===== src/rtl/regfile_pkg.sv =====
// rtl/regfile_pkg.sv - shared defaults and types for the register-file writeback arbiter
package regfile_pkg;
   localparam int DW_DEFAULT    = 32;
   localparam int AW_DEFAULT    = 5;
   localparam int DEPTH_DEFAULT = 2;

   typedef struct packed {
      logic [AW_DEFAULT-1:0] addr;
      logic [DW_DEFAULT-1:0] data;
   } wb_entry_t;

   typedef enum logic {
      RR_Q0 = 1'b0,
      RR_Q1 = 1'b1
   } rr_sel_t;
endpackage


===== src/rtl/regfile_wb_arbiter_if.sv =====
// rtl/regfile_wb_arbiter_if.sv - requester handshakes, register-file write port and pending mask
interface regfile_wb_arbiter_if
   import regfile_pkg::*;
#(
   parameter int DW = DW_DEFAULT,
   parameter int AW = AW_DEFAULT
);
   logic                req0_valid;
   logic [AW-1:0]       req0_addr;
   logic [DW-1:0]       req0_data;
   logic                req0_ready;
   logic                req1_valid;
   logic [AW-1:0]       req1_addr;
   logic [DW-1:0]       req1_data;
   logic                req1_ready;
   logic                rf_we;
   logic [AW-1:0]       rf_waddr;
   logic [DW-1:0]       rf_wdata;
   logic [(1<<AW)-1:0]  pending_mask;

   modport master (
      output req0_valid, req0_addr, req0_data,
      input  req0_ready,
      output req1_valid, req1_addr, req1_data,
      input  req1_ready,
      input  rf_we, rf_waddr, rf_wdata, pending_mask
   );

   modport slave (
      input  req0_valid, req0_addr, req0_data,
      output req0_ready,
      input  req1_valid, req1_addr, req1_data,
      output req1_ready,
      output rf_we, rf_waddr, rf_wdata, pending_mask
   );
endinterface


===== src/rtl/wb_fifo.sv =====
// rtl/wb_fifo.sv - small circular writeback queue exposing per-slot valid and address
module wb_fifo
   import regfile_pkg::*;
#(
   parameter int DW    = DW_DEFAULT,
   parameter int AW    = AW_DEFAULT,
   parameter int DEPTH = DEPTH_DEFAULT
) (
   input  logic                       clk,
   input  logic                       reset,
   input  logic                       push,
   input  logic [AW-1:0]              push_addr,
   input  logic [DW-1:0]              push_data,
   input  logic                       pop,
   output logic [AW-1:0]              head_addr,
   output logic [DW-1:0]              head_data,
   output logic                       full,
   output logic                       empty,
   output logic [DEPTH-1:0]           entry_valid,
   output logic [DEPTH-1:0][AW-1:0]   entry_addr
);
   localparam int PW = (DEPTH > 1) ? $clog2(DEPTH) : 1;

   logic [PW-1:0]            wr_ptr;
   logic [PW-1:0]            rd_ptr;
   logic [DEPTH-1:0]         slot_valid;
   logic [DEPTH-1:0][AW-1:0] mem_addr;
   logic [DEPTH-1:0][DW-1:0] mem_data;
   logic                     do_push;
   logic                     do_pop;

   function automatic logic [PW-1:0] ptr_inc(input logic [PW-1:0] p);
      return (p == PW'(DEPTH-1)) ? '0 : p + PW'(1);
   endfunction

   // Gated here so a push and pop can never target the same slot.
   assign do_push = push & ~full;
   assign do_pop  = pop & ~empty;

   always_ff @(posedge clk) begin
      if (reset) begin
         wr_ptr     <= '0;
         rd_ptr     <= '0;
         slot_valid <= '0;
      end else begin
         if (do_push) begin
            slot_valid[wr_ptr] <= 1'b1;
            wr_ptr             <= ptr_inc(wr_ptr);
         end
         if (do_pop) begin
            slot_valid[rd_ptr] <= 1'b0;
            rd_ptr             <= ptr_inc(rd_ptr);
         end
      end
   end

   always_ff @(posedge clk) begin
      if (do_push) begin
         mem_addr[wr_ptr] <= push_addr;
         mem_data[wr_ptr] <= push_data;
      end
   end

   assign head_addr   = mem_addr[rd_ptr];
   assign head_data   = mem_data[rd_ptr];
   assign full        = &slot_valid;
   assign empty       = ~|slot_valid;
   assign entry_valid = slot_valid;
   assign entry_addr  = mem_addr;
endmodule


===== src/rtl/regfile_wb_arbiter.sv =====
// rtl/regfile_wb_arbiter.sv - round-robin merge of two writeback queues onto one register-file write port
module regfile_wb_arbiter
   import regfile_pkg::*;
#(
   parameter int DW    = DW_DEFAULT,
   parameter int AW    = AW_DEFAULT,
   parameter int DEPTH = DEPTH_DEFAULT
) (
   input  logic                 clk,
   input  logic                 reset,
   regfile_wb_arbiter_if.slave  bus
);
   logic                     push0, push1, pop0, pop1;
   logic                     full0, full1, empty0, empty1;
   logic [AW-1:0]            head_addr0, head_addr1;
   logic [DW-1:0]            head_data0, head_data1;
   logic [DEPTH-1:0]         ev0, ev1;
   logic [DEPTH-1:0][AW-1:0] ea0, ea1;
   rr_sel_t                  rr_q, rr_d;
   logic                     we_q;
   logic [AW-1:0]            waddr_q;
   logic [DW-1:0]            wdata_q;
   logic [(1<<AW)-1:0]       mask;

   assign bus.req0_ready = ~full0;
   assign bus.req1_ready = ~full1;
   assign push0 = bus.req0_valid & ~full0;
   assign push1 = bus.req1_valid & ~full1;

   wb_fifo #(.DW(DW), .AW(AW), .DEPTH(DEPTH)) u_fifo0 (
      .clk(clk), .reset(reset), .push(push0), .push_addr(bus.req0_addr),
      .push_data(bus.req0_data), .pop(pop0), .head_addr(head_addr0),
      .head_data(head_data0), .full(full0), .empty(empty0),
      .entry_valid(ev0), .entry_addr(ea0)
   );

   wb_fifo #(.DW(DW), .AW(AW), .DEPTH(DEPTH)) u_fifo1 (
      .clk(clk), .reset(reset), .push(push1), .push_addr(bus.req1_addr),
      .push_data(bus.req1_data), .pop(pop1), .head_addr(head_addr1),
      .head_data(head_data1), .full(full1), .empty(empty1),
      .entry_valid(ev1), .entry_addr(ea1)
   );

   always_ff @(posedge clk) begin
      if (reset) rr_q <= RR_Q0;
      else       rr_q <= rr_d;
   end

   // Preferred queue wins when non-empty; otherwise the other one is drained.
   always_comb begin
      pop0 = 1'b0;
      pop1 = 1'b0;
      rr_d = rr_q;
      if (rr_q == RR_Q0) begin
         if (!empty0)      pop0 = 1'b1;
         else if (!empty1) pop1 = 1'b1;
      end else begin
         if (!empty1)      pop1 = 1'b1;
         else if (!empty0) pop0 = 1'b1;
      end
      if (pop0) rr_d = RR_Q1;
      if (pop1) rr_d = RR_Q0;
   end

   always_ff @(posedge clk) begin
      if (reset) begin
         we_q    <= 1'b0;
         waddr_q <= '0;
         wdata_q <= '0;
      end else if (pop0) begin
         we_q    <= (head_addr0 != '0);
         waddr_q <= head_addr0;
         wdata_q <= head_data0;
      end else if (pop1) begin
         we_q    <= (head_addr1 != '0);
         waddr_q <= head_addr1;
         wdata_q <= head_data1;
      end else begin
         we_q    <= 1'b0;
      end
   end

   // Register 0 is hardwired, so it is never reported as pending.
   always_comb begin
      mask = '0;
      for (int i = 0; i < DEPTH; i++) begin
         if (ev0[i] && (ea0[i] != '0)) mask[ea0[i]] = 1'b1;
         if (ev1[i] && (ea1[i] != '0)) mask[ea1[i]] = 1'b1;
      end
      if (we_q) mask[waddr_q] = 1'b1;
   end

   assign bus.rf_we        = we_q;
   assign bus.rf_waddr     = waddr_q;
   assign bus.rf_wdata     = wdata_q;
   assign bus.pending_mask = mask;
endmodule


===== src/flat_wrapper.sv =====
// flat-port wrapper written by rule: the top's interface ports become plain ports
module regfile_wb_arbiter_flat import regfile_pkg::*;
#(
   parameter int DW    = DW_DEFAULT,
   parameter int AW    = AW_DEFAULT,
   parameter int DEPTH = DEPTH_DEFAULT
)
  (clk, reset, bus_req0_valid, bus_req0_addr, bus_req0_data, bus_req0_ready, bus_req1_valid, bus_req1_addr, bus_req1_data, bus_req1_ready, bus_rf_we, bus_rf_waddr, bus_rf_wdata, bus_pending_mask);
  regfile_wb_arbiter_if #(.DW(DW), .AW(AW)) bus_i ();
  input  logic clk;
  input  logic reset;
  input wire logic [$bits(bus_i.req0_valid)-1:0] bus_req0_valid;
  input wire logic [$bits(bus_i.req0_addr)-1:0] bus_req0_addr;
  input wire logic [$bits(bus_i.req0_data)-1:0] bus_req0_data;
  output wire logic [$bits(bus_i.req0_ready)-1:0] bus_req0_ready;
  input wire logic [$bits(bus_i.req1_valid)-1:0] bus_req1_valid;
  input wire logic [$bits(bus_i.req1_addr)-1:0] bus_req1_addr;
  input wire logic [$bits(bus_i.req1_data)-1:0] bus_req1_data;
  output wire logic [$bits(bus_i.req1_ready)-1:0] bus_req1_ready;
  output wire logic [$bits(bus_i.rf_we)-1:0] bus_rf_we;
  output wire logic [$bits(bus_i.rf_waddr)-1:0] bus_rf_waddr;
  output wire logic [$bits(bus_i.rf_wdata)-1:0] bus_rf_wdata;
  output wire logic [$bits(bus_i.pending_mask)-1:0] bus_pending_mask;
  assign bus_i.req0_valid = bus_req0_valid;
  assign bus_i.req0_addr = bus_req0_addr;
  assign bus_i.req0_data = bus_req0_data;
  assign bus_req0_ready = bus_i.req0_ready;
  assign bus_i.req1_valid = bus_req1_valid;
  assign bus_i.req1_addr = bus_req1_addr;
  assign bus_i.req1_data = bus_req1_data;
  assign bus_req1_ready = bus_i.req1_ready;
  assign bus_rf_we = bus_i.rf_we;
  assign bus_rf_waddr = bus_i.rf_waddr;
  assign bus_rf_wdata = bus_i.rf_wdata;
  assign bus_pending_mask = bus_i.pending_mask;
  regfile_wb_arbiter #(.DW(DW), .AW(AW), .DEPTH(DEPTH)) u_core (.clk(clk), .reset(reset), .bus(bus_i));
endmodule

===== config.mk =====
export PLATFORM = sky130hd
export DESIGN_NAME = regfile_wb_arbiter_flat
export DESIGN_NICKNAME = d
export VERILOG_FILES = /design/src/rtl/regfile_pkg.sv /design/src/rtl/regfile_wb_arbiter_if.sv /design/src/rtl/wb_fifo.sv /design/src/rtl/regfile_wb_arbiter.sv /design/src/flat_wrapper.sv
export SDC_FILE = /design/constraint.sdc
export NUM_CORES = 1
export LEC_CHECK = 0
export CAP_MARGIN = 20
export CORE_AREA = 2 2 164 166
export DETAILED_ROUTE_END_ITERATION = 10
export DIE_AREA = 0 0 166 168
export GPL_TIMING_DRIVEN = 1
export PLACE_DENSITY = 0.58
export REMOVE_ABC_BUFFERS = 1
export SLEW_MARGIN = 30
export SYNTH_ARGS = -nofsm -noshare
export SYNTH_HDL_FRONTEND = slang
export SYNTH_HIERARCHICAL = 1
export SYNTH_SLANG_ARGS = --single-unit

===== constraint.sdc =====
create_clock -name clk -period 9.05 [get_ports clk]
set_input_delay 2.715 -clock clk [delete_from_list [all_inputs] [get_ports clk]]
set_output_delay 2.715 -clock clk [all_outputs]
set_load 0.005 [all_outputs]

==> key figures <==
Logic synthesis
  – Yosys warnings: 6
  – Main flop type after synthesis: edfxtp_1
  – Yosys top cell area share: 0.493
  – Register area share after synthesis: 0.597
  – Commonest cells post-synth: edfxtp_1 (148), mux2_2 (78), nor2_1 (63)
  – Synth area leader: edfxtp_1
  – Post-Syn Instances: just over 700
  – #FFs+latches synth: ~200
  – EDFF count, synth: 148
  – Synth top area cells: edfxtp_1 (49%), dfxtp_1 (10%), mux2_2 (9.7%)
  – Mapped Area: approximately 9000 sq um
  – Avg Cell Area, Syn: 12.5 sq um
  – Synth async-reset ratio: 0
  – Synth unique cells: 44
  – Count leader, synth: edfxtp_1

Critical path
  – CP cell instances: nor4b_1 -> a22oi_1 -> nand3_1 -> clkdlybuf4s50_1
  – RR Startpoint: u_core/u_fifo0/entry_valid[1]$_SDFF_PP0_
  – CP startpoint kind: register
  – Worst setup startpoint: u_core/u_fifo0/entry_valid[0]$_SDFF_PP0_
  – Delay-heaviest family, CP: simple AND/OR/NAND/NOR gates
  – Critical-path top delay cell: nor4b_1
  – Crit path to: bus_pending_mask[4]
  – CP required: approximately 6.3 ns
  – Register-to-Register Path Depth: 6
  – Crit path buf inv count: 1
  – Max incr delay on CP: between 0.7 and 0.8 ns
  – Crit path DAT: approximately 2.6 ns
  – Largest fanout on the critical path: 13
  – WP depth: 4
  – Worst reg-to-reg setup slack: about 6.7 ns
  – Reg2Reg Capture Point: u_core/bus.rf_wdata[13]$_SDFFE_PP0P_
  – Critical path type: register to output port
  – Setup crit end kind: output port

STA
  – FMAX: roughly 190 MHz
  – Final Hold Violating Endpoints: 0
  – Setup violations, final: 0
  – Fin Setup TNS: 0 ns
  – Final period demand of the worst path: between 5 and 6 ns
  – Worst slew margin: 0.409
  – RSZ-0062 raised after global routing: false
  – Max Slew Vio Count: 0
  – Skew final: ~0.013 ns
  – Worst-margin pin slew: 0.875 ns
  – Crit share post-route: 0.590
  – Hold slack: ~0.5 ns

Global route
  – First-pass GRT wire length: 38200 um
  – Vias in the first global route: around 6700
  – Total track usage: 0.175
  – Remaining Overflow, GRT: 0
  – Largest net degree at the start of global routing: between 60 and 70
  – Antenna violations before repair: 3

Floorplanning
  – Die W: between 150 and 200 um
  – Die height: between 150 and 200 um
  – I/O pins: 150
  – Core region area: approximately 26000 sq um
  – Die ar.: between 20000 and 30000 sq um
  – Num rows: 60
  – Starting Density: 0.342

Route
  – Max Used Layer: met5
  – Via count: ~6700
  – DRT antenna net count: 0
  – DR DRC count: 0
  – Metal2 WL: roughly 12000 um
  – Drt first pass iters: 7
  – Initial DRC Count: 560
  – Vias per cell: 5.54
  – WL/cell: approximately 20 um
  – Routed wire length: 24800 um
  – WL met3: between 1500 and 2000 um
  – WL met1: 10900 um

Clock network
  – Clock Tree Root: clkbuf_16
  – Cts repair resizes: 0
  – CTS buffer count: 17
  – Bufs on Longest Clock Path: 2
  – Post-CTS setup buffers: 0
  – Clock transition at path regs: ~0.07 ns
  – Clock Sinks: between 150 and 200
  – Hold_buf cts: 0
  – H-Tree Level Count: 4
  – CTS tree: yes
  – Clock Latency Late Sink: 0.42 ns

Power and ir drop
  – Total power per unit cell area: a little over 200 nW/um^2
  – Peak supply drop: around 0.00014 V
  – Total power: roughly 2.4 mW
  – Leakage: approximately 3.7 nW

Final layout
  – Nets@finish: 928
  – Fraction of layout cells with a size suffix above 1: 0.162
  – Syn-to-layout area delta: 26.9%

Run
  – Max Cap Viol: 0

Status
  – Outcome: finished clean

Placed design
  – Hpwl dp: about 16000 um
  – RD Place Congestion: ~0.89
  – Port bufs: around 150

Worst hold path
  – Tightest Hold Check Type: register to register
cell type report:
| type | instances | area [sq um] |
|---|---|---|
| well taps | 341 | 427 |
| flip-flops and latches | 195 | 5390 |
| inverters | 8 | 30.0 |
| clock inverters | 12 | 205 |
| repair buffers | 155 | 1550 |
| multi-input cells | 473 | 3390 |
| diodes | 1 | 2.50 |
| fillers | 2447 | 14900 |
| clock buffers | 20 | 447 |
layout by cell type, fill, tap and decap left out, types with 20 or more instances in the layout:
| cell | synthesis | final |
|---|---|---|
| dfxtp_1 | 47 | 45 |
| nor2_1 | 63 | 62 |
| nand3_1 | 53 | 53 |
| o22ai_1 | 22 | 22 |
| a22oi_1 | 20 | 20 |
| o21ai_1 | 23 | 23 |
| clkdlybuf4s50_1 | 0 | 148 |
| nand2_1 | 20 | 20 |
| nor2b_1 | 23 | 20 |
| edfxtp_1 | 148 | 148 |
| mux2_2 | 78 | 78 |
| a311oi_1 | 36 | 36 |
worst register-to-register path, delay by kind of cell, from the launching register on:
family,cells,cell delay [ns]
DFF,1,0.58
and+or+nand+nor,3,0.46
buffers and inverters,2,0.88
AOI/OAI and AO/OA,1,0.30
kinds of logic after synthesis:
family | share of synthesized area
buffers and inverters | 0.0311
flip-flops | 0.597
AO/OA/AOI/OAI | 0.112
multiplexers | 0.0974
AND/OR/NAND/NOR | 0.163
through the flow:
stage | area, sq um | worst slack (ns) | instances | utilization
final | 11400 | 3.71 | 1205 | 0.434
after global routing | 11400 | 3.50 | 1204 | 0.434
after CTS | 11400 | 3.65 | 1204 | 0.434
after detailed placement | 10800 | 4.04 | 1172 | 0.409
after global placement | 10800 | 4.05 | 1171 | 0.408
after floorplan | 8770 | 3.79 | 676 | -
power by group:
part | switching [mW] | leakage, nW | internal [mW]
clock network | 0.316 | 0.311 | 0.500
registers | 0.0877 | 1.78 | 1.06
logic | 0.199 | 1.66 | 0.212
registers in the layout (all words and copies together), names as in the netlist:
signal / flops
u_core/bus.rf_we: 1
u_core/u_fifo0/entry_valid: 2
u_core/bus.rf_wdata: 32
u_core/bus.rf_waddr: 5
u_core/u_fifo0/wr_ptr: 1
u_core/u_fifo1/entry_valid: 2
u_core/u_fifo1/mem_data: 64
u_core/u_fifo1/entry_addr: 10
u_core/u_fifo0/entry_addr: 10
u_core/u_fifo0/mem_data: 64
u_core/rr_q: 1
u_core/u_fifo1/wr_ptr: 1
u_core/u_fifo0/rd_ptr: 1
u_core/u_fifo1/rd_ptr: 1
metal layers:
layer	up-vias	global-route usage
li1	3090	-
met1	3295	0.232
met2	257	0.287
met3	28	0.0404
met4	2	0.0556
met5	-	0
worst min path at each step:
stage / startpoint / endpoint / slack [ns] / cells past startpoint
finish: u_core/bus.rf_wdata[7]$_SDFFE_PP0P_ / u_core/bus.rf_wdata[7]$_SDFFE_PP0P_ / 0.50 / 2
detailed placement: u_core/bus.rf_wdata[7]$_SDFFE_PP0P_ / u_core/bus.rf_wdata[7]$_SDFFE_PP0P_ / 0.49 / 2
global route: u_core/bus.rf_wdata[24]$_SDFFE_PP0P_ / u_core/bus.rf_wdata[24]$_SDFFE_PP0P_ / 0.53 / 2
global placement: u_core/bus.rf_wdata[26]$_SDFFE_PP0P_ / u_core/bus.rf_wdata[26]$_SDFFE_PP0P_ / 0.49 / 2
CTS: u_core/bus.rf_wdata[7]$_SDFFE_PP0P_ / u_core/bus.rf_wdata[7]$_SDFFE_PP0P_ / 0.50 / 2
floorplan: u_core/bus.rf_wdata[0]$_SDFFE_PP0P_ / u_core/bus.rf_wdata[0]$_SDFFE_PP0P_ / 0.49 / 2
Power figures use the tool's default switching activity.
